==> src/rtl/parity_pkg.sv <==
// Shared constants for the parity generator/checker block.
package parity_pkg;

  localparam logic PAR_EVEN = 1'b0;
  localparam logic PAR_ODD  = 1'b1;

  localparam int unsigned DEFAULT_DATA_W = 7;
  localparam int unsigned DEFAULT_CNT_W  = 16;

endpackage

==> src/rtl/parity_core.sv <==
// Combinational parity bit: XOR-reduce of the word folded with the mode bit.
module parity_core #(
  parameter int unsigned W = 8
) (
  input  logic [W-1:0] data_i,
  input  logic         cbit_i,
  output logic         p_o
);

  assign p_o = (^data_i) ^ cbit_i;

endmodule

==> src/rtl/parity_gen_check.sv <==
// Registered parity generator (TX side) and parity checker with saturating error tally (RX side).
module parity_gen_check
  import parity_pkg::*;
#(
  parameter int unsigned DATA_W = DEFAULT_DATA_W,
  parameter int unsigned CNT_W  = DEFAULT_CNT_W
) (
  input  logic              clk_i,
  input  logic              rst_i,
  input  logic              cbit_i,
  input  logic              gen_valid_i,
  input  logic [DATA_W-1:0] gen_data_i,
  input  logic              chk_valid_i,
  input  logic [DATA_W:0]   chk_data_i,
  input  logic              cnt_clr_i,
  output logic              gen_out_valid_o,
  output logic              gen_par_o,
  output logic [DATA_W:0]   gen_word_o,
  output logic              chk_out_valid_o,
  output logic              chk_err_o,
  output logic [CNT_W-1:0]  err_cnt_o
);

  logic gen_p, chk_p;

  parity_core #(
    .W(DATA_W)
  ) u_gen_core (
    .data_i(gen_data_i),
    .cbit_i(cbit_i),
    .p_o   (gen_p)
  );

  parity_core #(
    .W(DATA_W + 1)
  ) u_chk_core (
    .data_i(chk_data_i),
    .cbit_i(cbit_i),
    .p_o   (chk_p)
  );

  logic              gen_valid_q;
  logic [DATA_W:0]   gen_word_q, gen_word_d;
  logic              chk_valid_q;
  logic              chk_err_q, chk_err_d;
  logic [CNT_W-1:0]  err_cnt_q, err_cnt_d;

  always_comb begin
    gen_word_d = gen_word_q;
    chk_err_d  = chk_err_q;
    err_cnt_d  = err_cnt_q;
    if (gen_valid_i) gen_word_d = {gen_p, gen_data_i};
    if (chk_valid_i) chk_err_d = chk_p;
    // Clear wins over a same-cycle error; the error event is dropped.
    if (cnt_clr_i) begin
      err_cnt_d = '0;
    end else if (chk_valid_i && chk_p && (err_cnt_q != {CNT_W{1'b1}})) begin
      err_cnt_d = err_cnt_q + 1'b1;
    end
  end

  always_ff @(posedge clk_i or posedge rst_i) begin
    if (rst_i) begin
      gen_valid_q <= 1'b0;
      gen_word_q  <= '0;
      chk_valid_q <= 1'b0;
      chk_err_q   <= 1'b0;
      err_cnt_q   <= '0;
    end else begin
      gen_valid_q <= gen_valid_i;
      gen_word_q  <= gen_word_d;
      chk_valid_q <= chk_valid_i;
      chk_err_q   <= chk_err_d;
      err_cnt_q   <= err_cnt_d;
    end
  end

  assign gen_out_valid_o = gen_valid_q;
  assign gen_par_o       = gen_word_q[DATA_W];
  assign gen_word_o      = gen_word_q;
  assign chk_out_valid_o = chk_valid_q;
  assign chk_err_o       = chk_err_q;
  assign err_cnt_o       = err_cnt_q;

endmodule

==> config.mk <==
export PLATFORM = sky130hd
export DESIGN_NAME = parity_gen_check
export DESIGN_NICKNAME = d
export VERILOG_FILES = /design/src/rtl/parity_pkg.sv /design/src/rtl/parity_core.sv /design/src/rtl/parity_gen_check.sv
export SDC_FILE = /design/constraint.sdc
export NUM_CORES = 1
export LEC_CHECK = 0
export BUFFER_PORTS_ARGS = -buffer_cell sky130_fd_sc_hd__buf_2
export CORE_MARGIN = 2
export CORE_UTILIZATION = 40
export CTS_CLUSTER_DIAMETER = 40
export CTS_CLUSTER_SIZE = 8
export DETAILED_ROUTE_END_ITERATION = 7
export PLACE_DENSITY = 0.65
export SETUP_SLACK_MARGIN = 0.5
export SYNTH_ARGS = -nofsm -noshare
export SYNTH_HDL_FRONTEND = slang
export SYNTH_SLANG_ARGS = --single-unit
==> constraint.sdc <==
create_clock -name clk_i -period 5.6 [get_ports clk_i]
set_clock_uncertainty 0.2 [all_clocks]
set_input_delay 1.68 -clock clk_i [delete_from_list [all_inputs] [get_ports clk_i]]
set_output_delay 1.68 -clock clk_i [all_outputs]
set_load 0.02 [all_outputs]
After elaboration in Yosys (flattened, before gate mapping)
Index checks and enable logic that the tools add are counted.
{"block": "word_totals", "regBits": 27, "latch_bits": 0, "mem_bits_rw": 0, "romBits": 0, "in_bits": 21, "out_inout_bits": 28, "elab_cells": 16, "mem_count": 0}
{"block": "op_classes", "add_sub_neg": 1, "mul": 0, "n_div": 0, "order_cmp": 0, "n_eq_ne": 1, "shifts": 0, "n_mux": 2, "bitwise": 2, "n_reduce_logical": 5}
{"operator": "$mux 16", "n": 2}
{"operator": "$add 16x1->16 const B", "n": 1}
{"operator": "$ne 16x16->1 const B", "n": 1}
{"operator": "$reduce_xor 8->1", "n": 1}
{"operator": "$reduce_xor 7->1", "n": 1}
{"operator": "$logic_and 1x1->1", "n": 2}
{"operator": "$reduce_bool 2->1", "n": 1}
{"operator": "$xor 1x1->1", "n": 2}

Depth between registers and ports, before layout
Gate-level depths: netlist of run 1.
{"block": "logic_depth", "ltp_word": 6, "mapped_depth": 7}

Hierarchy
A second synthesis of run 1 with hierarchy kept.
{"block": "unflattened", "hier_cells": 134, "hier_area_um2": 1456.4}
{"mod": "parity_gen_check", "instances": 1, "cells_per_inst": 120, "area_each_um2": 1312.5, "seq_area_each_um2": 675.6}
{"mod": "parity_core at u_chk_core", "instances": 1, "cells_per_inst": 7, "area_each_um2": 82.6, "seq_area_each_um2": 0.0}
{"mod": "parity_core at u_gen_core", "instances": 1, "cells_per_inst": 7, "area_each_um2": 61.3, "seq_area_each_um2": 0.0}

Worst setup path before layout of run 1
No wires, ideal clock.
{"block": "synth_path", "kind": "input to register", "start": "input port chk_data_i[2]", "end": "register err_cnt_q[4] (netlist: err_cnt_o[4])", "setup_ns": 0.125, "arrival_ns": 3.242, "setup_slack_ns": 2.033, "cell_stages": 6, "path_cell_list": "xor2_1 > xnor3_2 > xor2_2 > buf_6 > nor4_1 > mux2_2"}
{"block": "synth_between", "elab_chain_cells": 5}
{"item": "from (decl)", "line": "parity_gen_check.sv:14", "rtl": "input logic [DATA_W:0] chk_data_i,"}
{"item": "$reduce_xor 8->1", "line": "parity_core.sv:10", "rtl": "assign p_o = (^data_i) ^ cbit_i;"}
{"item": "$xor 1x1->1", "line": "parity_core.sv:10"}
{"item": "$logic_and 1x1->1 (2 in series)", "line": "parity_gen_check.sv:57", "rtl": "end else if (chk_valid_i && chk_p && (err_cnt_q != {CNT_W{1'b1}})) begin"}
{"item": "$reduce_bool 2->1 (no source line)"}
{"item": "to (signal assigned)", "line": "parity_gen_check.sv:74", "rtl": "err_cnt_q <= err_cnt_d;"}
{"item": "to (decl)", "line": "parity_gen_check.sv:46", "rtl": "logic [CNT_W-1:0] err_cnt_q, err_cnt_d;"}
Every way passes these cells.
A chain may end at the register's enable or synchronous reset.

Final worst setup path of run 1
{"block": "layout_path", "start": "input port chk_data_i[3]", "end": "register err_cnt_q[0] (netlist: err_cnt_o[0])"}
Same word-level chain as after synthesis.

==> flow_summary.toml, run 1 <==
[grt]
grt_pass1_vias = 1347
grt_overflow = 0
grt_util_met3_pct = 2.21
use_met2_pct = 30.4
grt_use_total_pct = 17.6
antenna_found_initial = 0
use_met1_pct = 21.4
grt.busiest_layer = "met2"
grt_max_degree = 28
grt_pass1_wl_um = 5910

[floorplanning]
die_w_um = 66.0
die_height_um = 66.0
rows = 22
core_area_um2 = 3690
die_area_um2 = 4350
ios = 49
initial_core_util_pct = 41.6

[setup_path]
cp-end-kind = "register"
cp_data_required_time_ns = 5.57
arrival_ns = 3.76
critPathMaxFanout = 27
crit_type = "input port to register"
start_kind = "input port"
reg2reg_slack_ns = 2.94

[finish]
nets = 218
drive_gt1_share_pct = 33.8
n_fill_cell = 355
final_cell_area_um2 = 1840
diodes = 0
area_delta_synth_final_pct = 20.0

[synth]
synth-compound-area-share_pct = 13.1
yosysWarnings = 0
synthesis.nets = 172
synthMuxAreaShare_pct = 7.91
synth_area_leader_cell = "dfrtp_1"
async_flop_share_pct = 100
synth_edf_count = 0
synth_top_cell_area_share_pct = 44.0
synth_cell_types = 38
synth_cells = 150
synth-simple-area-share_pct = 20.4
synthAdderAreaFrac_pct = 0.815
syn_area_per_cell_um2 = 10.2
synth-xor-area-share_pct = 9.45
yosysSeqAreaShare_pct = 44.0
synthFlopType = "dfrtp_1"
synthTopCellsByArea = "dfrtp_1 (44%), mux2_2 (6.6%), xnor2_1 (6.3%)"
netlist_area_um2 = 1540
yosysMostFrequentCell = "dfrtp_1"
synth_top_family_by_area = "simple AND/OR/NAND/NOR gates"
synth.top_cells.by_count = "dfrtp_1 (27), a21oi_1 (13), or4_1 (11), xnor2_1 (11)"
synth-seq-cells = 27

[pwr]
ir_worst_vdd_uv = 203
power_density_nw_per_um2 = 249
finalPower_uw = 459
leakagePower_nw = 0.796

[sta]
worstMarginPinSlew_ns = 1.07
whs_ns = 0.313
fmax_ghz = 0.264
maxSlewViolCount = 0
setup_viol = 0
final.min_clock_period_ns = 3.79
relSlewSlack_pct = 28.5
timing.final.ws_setup_ns = 1.81
tns_ns = 0
rsz0062_at_grt = "false"
finalHoldViolations = 0
final.period_utilization_pct = 67.8

[route]
drt_pass1_iterations = 4
drtAntennaViolNets = 0
drt_first_iter_violations = 33
avgRoutedWirePerCell_um = 14.6
drc = 0
routed_wl_um = 3540
vias = 1347
via_per_inst = 5.54

[place]
place_congestion = 0.842
hpwl_um = 2570
postPlaceCellArea_um2 = 1800
post-place-ws_ns = 1.53
io_buffers = 48

[hold_path]
holdCritPathClass = "register to register"

[run_status]
status = "completed"

[run]
drv_cap = 0

[clock_network]
clkLatencyLatePin_ns = 0.28
cts_inserted_buffers = 3
cts_hold_buffers = 0
cts_max_level = 1
clk_pin_slew_ns = 0.09
cts.sinks = 27
clock-root-buffer = "clkbuf_8"
cts_buffer_depth = 2
ctsResizeCount = 0
postCtsSetupBuffers = 0
cts_tree = "done"
power by group:
group | internal, mW | switching [mW]
sequential | 0.209 | 0.00910
clock | 0.0499 | 0.0621
combinational | 0.0463 | 0.0826
state kept, by name, indices dropped and copies added, names as in the netlist:
register         flops
chk_err_o            1
err_cnt_o           16
chk_out_valid_o      1
gen_out_valid_o      1
gen_word_o           8
path summary, 6_finish.rpt:
path | start | to | cells after the start
min in group asynchronous | rst_i | gen_word_o[2] | 2
hold / removal | gen_word_o[6] | gen_word_o[6] | 1
max in group asynchronous | rst_i | err_cnt_o[6] | 2
setup / recovery | chk_data_i[3] | err_cnt_o[0] | 6
setup reg to reg | err_cnt_o[2] | err_cnt_o[0] | 5
hold reg to reg | gen_word_o[6] | gen_word_o[6] | 1
kinds of logic (layout without fill, tap and decap cells):
family          Yosys count  count (layout)
compound gates           30              30
xor+xnor                 14              14
fa+ha+maj                 1               1
buf+inv                  14              59
flops                    27              27
mux                      11              11
simple gates             53              53
worst max-delay path: stages:
cell	delay, ns
buf_2	0.10
xor2_1	0.15
xnor3_2	0.49
xor2_2	0.87
nor3b_2	0.15
mux2_2	0.31
final cells by class:
type                            count  area [um^2]  share of cell area [%]
Multi-Input combinational cell    109          793                    43.1
Sequential cell                    27          676                    36.7
Clock inverter                      1         5.00                   0.272
Inverter                            7         26.3                    1.43
Clock buffer                        3         41.3                    2.24
Tap cell                           48         60.1                    3.26
Timing Repair Buffer               48          240                    13.0
stage by stage:
| stage | instances | util [%] |
|---|---|---|
| after floorplan | 150 | - |
| after global placement | 239 | 48.7 |
| after detailed placement | 239 | 48.7 |
| after CTS | 243 | 49.9 |
| after global routing | 243 | 49.9 |
| final | 243 | 49.9 |
metal layers:
layer / wire, um / vias to the layer above
li1: - / 646
met1: 1550 / 658
met2: 1730 / 39
met3: 210 / 4
met4: 60 / 0
met5: 0 / -
layout by cell type, fill, tap and decap left out, types with 2 or more instances in the layout:
cell type	netlist	layout
a211oi_1	2	2
a21oi_1	13	13
and3_1	4	4
buf_2	2	48
clkbuf_8	0	3
dfrtp_1	27	27
inv_1	7	7
mux2_2	9	9
mux2i_1	2	2
nand2_1	9	9
nand2b_1	3	3
nand3_1	6	6
nand4_1	2	2
nor2_1	7	7
nor2b_1	3	3
o2111ai_1	2	2
o31ai_1	8	8
o41ai_1	2	2
or4_1	11	11
xnor2_1	11	11
Note: power is estimated with default switching activity, not from simulation.
==> run 2, diff against run 1 <==
Settings changed: PLACE_DENSITY 0.65 to 0.68.
Clock period 5.6 ns to 3.4 ns, I/O delays scaled along.
==> flow_summary.toml, run 2 (same netlist as run 1, synthesis figures left out) <==
[floorplanning]
die_w_um = 66.0
ios = 49
core_area_um2 = 3690
initial_core_util_pct = 41.6
die_area_um2 = 4350
die_height_um = 66.0
rows = 22

[run]
drv_cap = 0

[finish]
diodes = 0
final_cell_mix = "buf_2 (48), dfrtp_1 (27), a21oi_1 (13)"
drive_gt1_share_pct = 37.0
final_common_cell = "buf_2"
area_delta_synth_final_pct = 27.2
nets = 223
largest_reg_flops = 16

[clock_network]
cts_inserted_buffers = 3
clkLatencyLatePin_ns = 0.28
postCtsSetupBuffers = 0
cts_buffer_depth = 2
cts_max_level = 1
cts_hold_buffers = 0
cts_tree = "done"
cts.sinks = 27
clk_pin_slew_ns = 0.09
clock-root-buffer = "clkbuf_8"

[setup_path]
start_kind = "input port"
critPathMaxFanout = 7
crit_type = "input port to register"
cp_data_required_time_ns = 3.40
cp-end-kind = "register"
arrival_ns = 2.84

[sta]
maxSlewViolCount = 0
tns_ns = 0
rsz0062_at_grt = "false"
final.period_utilization_pct = 83.7
finalHoldViolations = 0
relSlewSlack_pct = 63.0
fmax_ghz = 0.352
setup_viol = 0
final.min_clock_period_ns = 2.84
worstMarginPinSlew_ns = 0.551

[grt]
grt_util_met3_pct = 3.07
grt_pass1_vias = 1193
grt_max_degree = 28
use_met2_pct = 27.3
grt_use_total_pct = 15.4
grt.busiest_layer = "met2"
grt_pass1_wl_um = 5240
use_met1_pct = 19.4
grt_overflow = 0
antenna_found_initial = 0

[route]
drt_pass1_iterations = 4
via_per_inst = 5.52
drtAntennaViolNets = 0
drc = 0
routed_wl_um = 3430
avgRoutedWirePerCell_um = 13.8
vias = 1370
drt_first_iter_violations = 40

[run_status]
status = "completed"

[place]
hpwl_um = 2430
io_buffers = 48
place_congestion = 0.831

[pwr]
finalPower_uw = 843
leakagePower_nw = 0.845
ir_worst_vdd_uv = 168
power_density_nw_per_um2 = 432

[hold_path]
holdCritPathClass = "register to register"
==> run 2: cell types whose count changed in the layout (fill, tap and decap cells not counted), sizes merged <==
cell | before | now
clkbuf | 3 | 5
buf | 48 | 51
==> run 2: worst max-delay path: stages <==
cell and delay, ns:
buf_2 0.10, xor2_1 0.15, xnor3_2 0.50, xor2_4 0.21
buf_12 0.17, or4_4 0.47, a211oi_2 0.21
==> run 2: path summary, 6_finish.rpt <==
check / slack, ns / end / startpoint / cells after the start
worst max-delay path: 0.56 / err_cnt_o[12] / chk_data_i[3] / 7
worst min-delay path: 0.31 / gen_word_o[0] / gen_word_o[0] / 1
worst max register to register: 1.01 / err_cnt_o[0] / err_cnt_o[2] / 6
worst min register to register: 0.31 / gen_word_o[0] / gen_word_o[0] / 1
max in group asynchronous: 2.16 / err_cnt_o[11] / rst_i / 3
min in group asynchronous: 0.59 / gen_word_o[2] / rst_i / 3
==> run 2: cell type report <==
type | count | area [um^2]
sequential | 27 | 676
timing repair buffer | 53 | 325
fill | 345 | 1740
clock buffer | 3 | 41.3
inverter | 7 | 26.3
clock inverter | 1 | 5.00
multi-input combinational | 109 | 820
tap | 48 | 60.1
==> run 2: what timing repair did <==
| action | 4_1_cts | 5_1_grt |
|---|---|---|
| endpoints found under the hold margin | 0 | 0 |
| setup endpoints to repair | 0 | 2 |
| gates resized for setup | 0 | 6 |
==> run 2: power by group <==
group	leakage, nW	internal, mW	switching, mW	total (mW)
sequential	0.351	0.345	0.0141	0.359
combinational	0.469	0.146	0.157	0.303
clock	0.0255	0.0822	0.0992	0.181
total	0.845	0.572	0.271	0.843
==> run 2: per-layer routing <==
metal	vias up	part of all wire, %
li1	659	-
met3	2	5.7
met5	-	0
met2	38	49
met4	0	0.58
met1	671	45
==> run 2: through the flow <==
stage          hold WS, ns  utilization (%)  cell area (um^2)  setup slack, ns  cells
2_1_floorplan        0.405                -              1540            0.522    150
3_3_place_gp         0.290             49.5              1820            0.246    242
3_5_place_dp         0.295             49.5              1820            0.224    242
4_1_cts              0.316             50.7              1870            0.507    246
5_1_grt              0.335             53.0              1950            0.517    248
6_report             0.310             53.0              1950            0.555    248
